--- config.mk ---
export PLATFORM = sky130hd
export DESIGN_NAME = score_display_bcd
export DESIGN_NICKNAME = d
export VERILOG_FILES = /design/src/rtl/score_pkg.sv /design/src/rtl/score_display_bcd_seg7_decoder.sv /design/src/rtl/score_display_bcd.sv
export SDC_FILE = /design/constraint.sdc
export NUM_CORES = 1
export LEC_CHECK = 0
export CAP_MARGIN = 20
export CORE_ASPECT_RATIO = 2
export CORE_MARGIN = 2
export CORE_UTILIZATION = 49
export DETAILED_ROUTE_END_ITERATION = 16
export GPL_TIMING_DRIVEN = 0
export PLACE_DENSITY = 0.87
export SLEW_MARGIN = 20
export SYNTH_ARGS = -nofsm -noshare
export SYNTH_HDL_FRONTEND = slang
export SYNTH_SLANG_ARGS = --single-unit
--- constraint.sdc ---
create_clock -name clk -period 2.3 [get_ports clk]
set_input_delay 0.345 -clock clk [delete_from_list [all_inputs] [get_ports clk]]
set_output_delay 0.345 -clock clk [all_outputs]
set_load 0.005 [all_outputs]
--- src/rtl/score_pkg.sv ---
// Shared constants and types for the score display: segment patterns,
// conversion FSM states and the BCD digit type.
package score_pkg;

  // Active-low segments, bit6=g .. bit0=a
  localparam logic [6:0] SEG_0     = 7'b1000000;
  localparam logic [6:0] SEG_1     = 7'b1111001;
  localparam logic [6:0] SEG_2     = 7'b0100100;
  localparam logic [6:0] SEG_3     = 7'b0110000;
  localparam logic [6:0] SEG_4     = 7'b0011001;
  localparam logic [6:0] SEG_5     = 7'b0010010;
  localparam logic [6:0] SEG_6     = 7'b0000010;
  localparam logic [6:0] SEG_7     = 7'b1111000;
  localparam logic [6:0] SEG_8     = 7'b0000000;
  localparam logic [6:0] SEG_9     = 7'b0011000;
  localparam logic [6:0] SEG_BLANK = 7'b1111111;

  typedef enum logic [1:0] {
    IDLE   = 2'd0,
    CONV   = 2'd1,
    UPDATE = 2'd2
  } state_t;

  typedef logic [3:0] bcd_digit_t;

endpackage

--- src/rtl/score_display_bcd_seg7_decoder.sv ---
// Combinational BCD digit to active-low 7-segment decoder with a blank
// override; non-decimal codes also blank.
module seg7_decoder
  import score_pkg::*;
(
  input  bcd_digit_t digit,
  input  logic       blank,
  output logic [6:0] seg
);

  always_comb begin
    seg = SEG_BLANK;
    if (!blank) begin
      unique case (digit)
        4'd0:    seg = SEG_0;
        4'd1:    seg = SEG_1;
        4'd2:    seg = SEG_2;
        4'd3:    seg = SEG_3;
        4'd4:    seg = SEG_4;
        4'd5:    seg = SEG_5;
        4'd6:    seg = SEG_6;
        4'd7:    seg = SEG_7;
        4'd8:    seg = SEG_8;
        4'd9:    seg = SEG_9;
        default: seg = SEG_BLANK;
      endcase
    end
  end

endmodule

--- src/rtl/score_display_bcd.sv ---
// Sequential double-dabble binary-to-BCD score converter driving DIGITS
// 7-segment outputs. Define SCORE_LZB_EN for leading-zero blanking.
module score_display_bcd
  import score_pkg::*;
#(
  parameter int BIN_W  = 14,
  parameter int DIGITS = 4
) (
  input  logic                  clk,
  input  logic                  reset,
  input  logic [BIN_W-1:0]      score,
  input  logic                  load,
  output logic                  busy,
  output logic                  done,
  output logic                  overflow,
  output logic [4*DIGITS-1:0]   bcd,
  output logic [7*DIGITS-1:0]   hex
);

  localparam int MAX_VAL = 10**DIGITS - 1;
  localparam int CNT_W   = $clog2(BIN_W + 1);
  // Only selected when MAX_VAL is below 2**BIN_W, so the cast never loses bits
  localparam logic [BIN_W-1:0] MAX_OP = BIN_W'(MAX_VAL);

  state_t                state_reg;
  logic [BIN_W-1:0]      operand_reg;
  logic [4*DIGITS-1:0]   work_reg;
  logic [4*DIGITS-1:0]   adj;
  logic [CNT_W-1:0]      cnt_reg;
  logic                  ovf_pend_reg;
  logic                  busy_reg;
  logic                  done_reg;
  logic                  ovf_reg;
  logic [4*DIGITS-1:0]   bcd_reg;
  logic                  over_max;
  logic [DIGITS-1:0]     blank;

  assign over_max = 32'(score) > 32'(MAX_VAL);

  // Add-3 correction on every working digit before the shift
  generate
    for (genvar gi = 0; gi < DIGITS; gi++) begin : g_adj
      assign adj[4*gi +: 4] = (work_reg[4*gi +: 4] >= 4'd5) ?
                              work_reg[4*gi +: 4] + 4'd3 : work_reg[4*gi +: 4];
    end
  endgenerate

  always_ff @(posedge clk) begin
    if (reset) begin
      state_reg    <= IDLE;
      operand_reg  <= '0;
      work_reg     <= '0;
      cnt_reg      <= '0;
      ovf_pend_reg <= 1'b0;
      busy_reg     <= 1'b0;
      done_reg     <= 1'b0;
      ovf_reg      <= 1'b0;
      bcd_reg      <= '0;
    end else begin
      done_reg <= 1'b0;
      unique case (state_reg)
        IDLE: begin
          if (load) begin
            operand_reg  <= over_max ? MAX_OP : score;
            ovf_pend_reg <= over_max;
            work_reg     <= '0;
            cnt_reg      <= CNT_W'(BIN_W);
            busy_reg     <= 1'b1;
            state_reg    <= CONV;
          end
        end
        CONV: begin
          {work_reg, operand_reg} <= {adj[4*DIGITS-2:0], operand_reg, 1'b0};
          cnt_reg <= cnt_reg - CNT_W'(1);
          if (cnt_reg == CNT_W'(1)) begin
            busy_reg  <= 1'b0;
            state_reg <= UPDATE;
          end
        end
        UPDATE: begin
          bcd_reg   <= work_reg;
          ovf_reg   <= ovf_pend_reg;
          done_reg  <= 1'b1;
          state_reg <= IDLE;
        end
        default: state_reg <= IDLE;
      endcase
    end
  end

`ifdef SCORE_LZB_EN
  // zero_run[i]: digit i and every digit above it are zero
  logic [DIGITS-1:0] zero_run;
  generate
    for (genvar gi = 0; gi < DIGITS; gi++) begin : g_lzb
      if (gi == DIGITS - 1) begin : g_top
        assign zero_run[gi] = (bcd_reg[4*gi +: 4] == 4'd0);
      end else begin : g_low
        assign zero_run[gi] = (bcd_reg[4*gi +: 4] == 4'd0) & zero_run[gi+1];
      end
      if (gi == 0) begin : g_d0
        assign blank[gi] = 1'b0;
      end else begin : g_dn
        assign blank[gi] = zero_run[gi];
      end
    end
  endgenerate
`else
  assign blank = '0;
`endif

  generate
    for (genvar gi = 0; gi < DIGITS; gi++) begin : g_seg
      seg7_decoder u_dec (
        .digit (bcd_reg[4*gi +: 4]),
        .blank (blank[gi]),
        .seg   (hex[7*gi +: 7])
      );
    end
  endgenerate

  assign busy     = busy_reg;
  assign done     = done_reg;
  assign overflow = ovf_reg;
  assign bcd      = bcd_reg;

endmodule

; Word-level counts from Yosys, hierarchy flattened
; Memories as Yosys holds them, arrays and structs flattened. A register that Yosys moved wholly into a read port is not among the register bits.
; Cells that the tools add are included.
[op_classes]
add_sub_neg = 5
n_reduce_logical = 6
n_eq_ne = 5
muxes = 26
order_cmp = 5
[op_table]
columns = operator, n
row1 = $mux 4, 12
row2 = $pmux 16 s2, 1
row3 = $mux 14, 2
row4 = $pmux 14 s2, 1
row5 = $ge 4x3->1 const B, 4
row6 = $mux 16, 1
row7 = $gt 14x14->1 const B, 1
row8 = $add 4x2->4 const B, 3
row9 = $pmux 4 s2, 1
row10 = $reduce_and 2->1, 3
row11 = $eq 4x1->1 const B, 1
row12 = $mux 2, 2
row13 = $ne 2x2->1 const B, 2
row14 = $pmux 2 s2, 1
row15 = $sub 4x1->4 const B, 1
row16 = $add 3x2->3 const B, 1
row17 = $mux 1, 3
row18 = $mux 3, 1
row19 = $reduce_and 3->1, 1
row20 = $eq 2x1->1 const B, 1
row21 = $eq 2x2->1 const B, 1
row22 = $logic_not 2->1, 1
row23 = $pmux 1 s2, 1
row24 = $reduce_bool 2->1, 1
[totals]
rom_bits = 448
in_bits = 17
mem_count = 4
out_inout_bits = 47
elab_cells = 60
ff_bits = 56
[mem_list]
columns = memory, depth, width, read_ports, rd_clocked_by_memory_dff, wr, line_no
row1 = (name not given), 16, 7, 1, 1, 0, score_display_bcd_seg7_decoder.sv:14  ; unique case (digit)
row2 = (name not given), 16, 7, 1, 1, 0, score_display_bcd_seg7_decoder.sv:14
row3 = (name not given), 16, 7, 1, 1, 0, score_display_bcd_seg7_decoder.sv:14
row4 = (name not given), 16, 7, 1, 1, 0, score_display_bcd_seg7_decoder.sv:14

; Logic depth before layout (Yosys ltp)
[depth]
depth_word = 4
depth_mapped = 9
ltp_nobuf = 7

; Cells and area by module
; From an unflattened synthesis, not the netlist that was laid out.
[unflattened]
cells_unflattened = 434
hier_area_um2 = 3407.0
[by_module_without_submodules]
columns = module, instances, area_each_um2, seq_area_each_um2, cells_each
row1 = score_display_bcd, 1, 2469.9, 1121.1, 294
row2 = seg7_decoder (g_seg[0].u_dec ...), 3, 236.5, 0.0, 36
row3 = seg7_decoder (g_seg[1].u_dec), 1, 227.7, 0.0, 32

; Worst setup path after synthesis
; OpenSTA, ideal clock, no wires.
[synth_path]
kind = register to register
startpoint = reg state_reg[0]
endpoint = reg, netlist name g_seg[0].u_dec.seg[3]
period_less_slack_ps = 2146
slack_ps = 154
path_stages_with_launch = 9
path_buffers = 3
setup_time_ps = 123
t_arrival_ps = 2022
t_required_ps = 2177
cell_sequence = dfxtp_1 > buf_6 > nand2b_4 > buf_8 > buf_6 > a31oi_1 > ha_1 > mux2_2 > mux2_1
[synth_via]
elab_chain_len = 3
[synth_rtl]
columns = item, line_no
row1 = start: declaration, score_display_bcd.sv:25  ; state_t state_reg;
row2 = start signal: assignment, score_display_bcd.sv:50  ; state_reg <= IDLE;
row3 = start signal: assignment, score_display_bcd.sv:69  ; state_reg <= CONV;
row4 = start signal: assignment, score_display_bcd.sv:77  ; state_reg <= UPDATE;
row5 = $eq 2x2->1, score_display_bcd.sv:61  ; unique case (state_reg)
row6 = $mux 4 (no line) (2 in series), n/a
; No other way between the ends.
; A chain may end at the register's enable or synchronous reset.

; Worst setup path in the final report
[layout_path]
startpoint = in reset
endpoint = reg, netlist name g_seg[0].u_dec.seg[3]
[layout_via]
elab_chain_len = 1
[layout_rtl]
columns = item, line_no
row1 = start: declaration, score_display_bcd.sv:10  ; input logic reset,
row2 = $mux 4 (no line), n/a
; No other way between the ends.

==> metrics.md <==
| Metric | Value |
|---|---|
| Outcome | `complete, no violations` |
| Net count reported at finish | `536` |
| Most common cell after layout, fill and taps aside | `sky130_fd_sc_hd__dfxtp_1` |
| Synthesized netlist cell count | `412` |
| Hold crit path type | `flip-flop to flip-flop` |
| Diode count | `0` |
| DRT Wirelength | `9754 um` |
| Post-cts hold buffer count | `0` |
| Launching element type of the critical path | `input port` |
| Starting Density | `49.95%` |
| Tightest Pin Transition | `0.6092 ns` |
| Ys Warns | `0` |
| Min Tclk post-route | `2.286 ns` |
| Highest clock frequency the design can meet | `0.4375 GHz` |
| Final-layout fill cell count | `627` |
| Crit-path max FO | `10` |
| Number of DRC markers after the initial detailed-route iteration | `166` |
| Global router's overall resource usage | `21.95%` |
| Fraction of final layout cells with drive strength greater than 1 | `17.21%` |
| Reported max-cap violation count | `0` |
| Worst-Skew Late Latency | `0.34 ns` |
| Library cell used as clock root buffer | `sky130_fd_sc_hd__clkbuf_16` |
| Number of port buffers | `63` |
| Dpl hpwl | `7148 um` |
| Final clock skew | `0.005533 ns` |
| Remaining max-slew budget at the tightest pin | `59.23%` |
| Routed len/inst | `16.48 um` |
| Vertical die dimension | `133.1 um` |
| Area growth, synth to finish | `30.28%` |
| Clock tree from TritonCTS | `built` |
| Worst supply voltage drop on vdd | `0.0005090 V` |
| Net count after synthesis | `459` |
| Number of search-and-repair iterations in the first detailed-routing pass | `4` |
| Fraction of the yosys area taken by sequential cells | `41.19%` |
| Setup total negative slack | `0 ns` |
| Power density normalized to cell area | `604.0 mW/mm^2` |
| Maximum number of pins on one net before global-route repair | `14` |
| Arrival @ worst endpoint | `2.51 ns` |
| Clock-pin slew on the worst setup and hold paths | `0.06 ns` |
| Setup repair after global routing missed its margin | `yes` |
| Most frequent cells in the layout | `83 x sky130_fd_sc_hd__dfxtp_1, 63 x sky130_fd_sc_hd__clkdlybuf4s50_1, 40 x sky130_fd_sc_hd__a21oi_1, 31 x sky130_fd_sc_hd__inv_1, 30 x sky130_fd_sc_hd__ha_1` |
| Lkg Pwr | `2.252 nW` |
| Most frequently used flop master after synthesis | `sky130_fd_sc_hd__dfxtp_1` |
| Final Util | `65.07%` |
| Number of cell rows | `47` |
| Async set-or-reset flop fraction in the synthesized netlist | `0%` |
| Worst EP required | `2.52 ns` |
| Final hold violations | `0` |
| Mean Syn Cell Area | `9.909 sq um` |
| Synth Register Bits | `84` |
| Die span in x | `68.55 um` |
| Kind of critical path | `input port to flip-flop` |
| Post-detailed-route DRC marker count | `0` |
| Max Buffers Root-to-Sink | `2` |
| Period Utilization, post-route | `99.37%` |
| Critical path launch point | `reset` |
| Number of primary I/O pins | `64` |
| Via count of the first global-routing pass | `3353` |
| Count of endpoints failing setup in the final report | `0` |
| Floorplan die area | `0.009123 sq mm` |
| Clk sinks | `84` |
| CP endpoint kind | `flip-flop` |
| DR vias | `3337` |
| Netlist area before placement | `0.004083 sq mm` |
| Global-route wire length before repair | `15270 um` |
| Area inside the core boundary | `0.008174 sq mm` |
| Total power | `3.212 mW` |
| Via density per instance | `5.637` |
| Antenna violation net count after detailed routing | `0` |
| Startpoint of the lowest-slack hold path | `overflow` |
| Placer's final routability congestion estimate | `0.8744` |
| Flip-flop count of the largest register, all copies and words added | `28` |
| Pins over their slew limit | `0` |
| Number of antenna violations at the first check in global routing | `0` |
| Total CTS buffers | `9` |
| Number of distinct library cell variants in the gate-level netlist after synthesis | `54` |
| Source of the worst register-to-register timing path | `state_reg[0]` |
| Post-place setup slack | `-0.6294 ns` |
| H-Tree Level Count | `3` |
| Global-route congestion overflow total | `0` |
| Worst path setup slack after routing | `0.01438 ns` |
| EDFF count, synth | `0` |
where the power goes:
part           leakage, nW  total, mW  switching, mW  internal [mW]
Clock                0.147       1.44          0.567          0.870
Combinational         1.42      0.254          0.148          0.106
Sequential           0.682       1.52         0.0282           1.49
Total                 2.25       3.21          0.743           2.47
worst max-delay path: stages:
cell                              delay, ns
sky130_fd_sc_hd__clkdlybuf4s50_1       0.49
sky130_fd_sc_hd__buf_6                 0.20
sky130_fd_sc_hd__nor4bb_2              0.37
sky130_fd_sc_hd__a31o_2                0.23
sky130_fd_sc_hd__inv_1                 0.10
sky130_fd_sc_hd__ha_1                  0.22
sky130_fd_sc_hd__mux2_2                0.26
sky130_fd_sc_hd__mux2_1                0.28
path summary, 6_finish.rpt:
kind / cells past startpoint / end / slack [ns]
worst max-delay path: 8 / g_seg[0].u_dec.seg[3] / 0.01
worst min-delay path: 2 / overflow / 0.46
worst max register to register: 8 / g_seg[1].u_dec.seg[3] / 0.06
worst min register to register: 2 / overflow / 0.46
final cells by class:
class | instances | area [sq um] | share of cell area [%]
well taps | 98 | 122.6 | 2.305
clock buffers | 12 | 246.5 | 4.634
flip-flops and latches | 84 | 1683 | 31.64
plain buffers | 23 | 148.9 | 2.799
inverters | 36 | 135.1 | 2.541
repair buffers | 66 | 653.1 | 12.28
clock inverters | 4 | 48.80 | 0.9174
multi-input cells | 269 | 2281 | 42.88
synthesized netlist by cell type (7+ instances only):
| master | n | area, sq um |
|---|---|---|
| sky130_fd_sc_hd__dfxtp_1 | 84 | 1682 |
| sky130_fd_sc_hd__nor4bb_1 | 8 | 80.08 |
| sky130_fd_sc_hd__nor2_1 | 20 | 75.07 |
| sky130_fd_sc_hd__nand2_1 | 18 | 67.56 |
| sky130_fd_sc_hd__buf_2 | 12 | 60.06 |
| sky130_fd_sc_hd__mux2i_1 | 24 | 240.2 |
| sky130_fd_sc_hd__inv_1 | 32 | 120.1 |
| sky130_fd_sc_hd__a21oi_1 | 40 | 200.2 |
| sky130_fd_sc_hd__o21ai_0 | 14 | 70.07 |
| sky130_fd_sc_hd__o22ai_1 | 8 | 50.05 |
| sky130_fd_sc_hd__ha_1 | 30 | 375.4 |
| sky130_fd_sc_hd__mux2_2 | 7 | 78.83 |
| sky130_fd_sc_hd__a31o_2 | 8 | 70.07 |
| sky130_fd_sc_hd__a22o_1 | 8 | 70.07 |
cell families after synthesis:
| kind of cell | Yosys count | share of synthesized area [%] |
|---|---|---|
| fa+ha+maj | 30 | 9.194 |
| flops | 84 | 41.19 |
| simple gates | 87 | 13.15 |
| mux | 36 | 9.378 |
| compound gates | 107 | 18.60 |
| buf+inv | 59 | 6.558 |
| xor+xnor | 9 | 1.931 |
metal layers:
layer,vias to the layer above,GRT usage (%),part of all wire [%]
met4,0,10.78,2.5
met5,-,0,0
met3,19,4.054,3.7
met1,1603,22.25,35
met2,95,40.22,58
li1,1620,-,-
metrics by stage:
step,std cells,hold WS [ns],instance area (sq um)
3_3_place_gp,573,0.4483,4836
6_report,592,0.4628,5319
3_5_place_dp,573,0.4533,4836
2_1_floorplan,412,0.4313,4083
5_1_grt,592,0.4868,5319
4_1_cts,590,0.4692,5175
timing repair:
item	4_1_cts	5_1_grt
gates cloned	0	0
buffers inserted	1	2
gates resized for setup	7	24
setup endpoints to repair	6	4
Power figures use the tool's default switching activity.
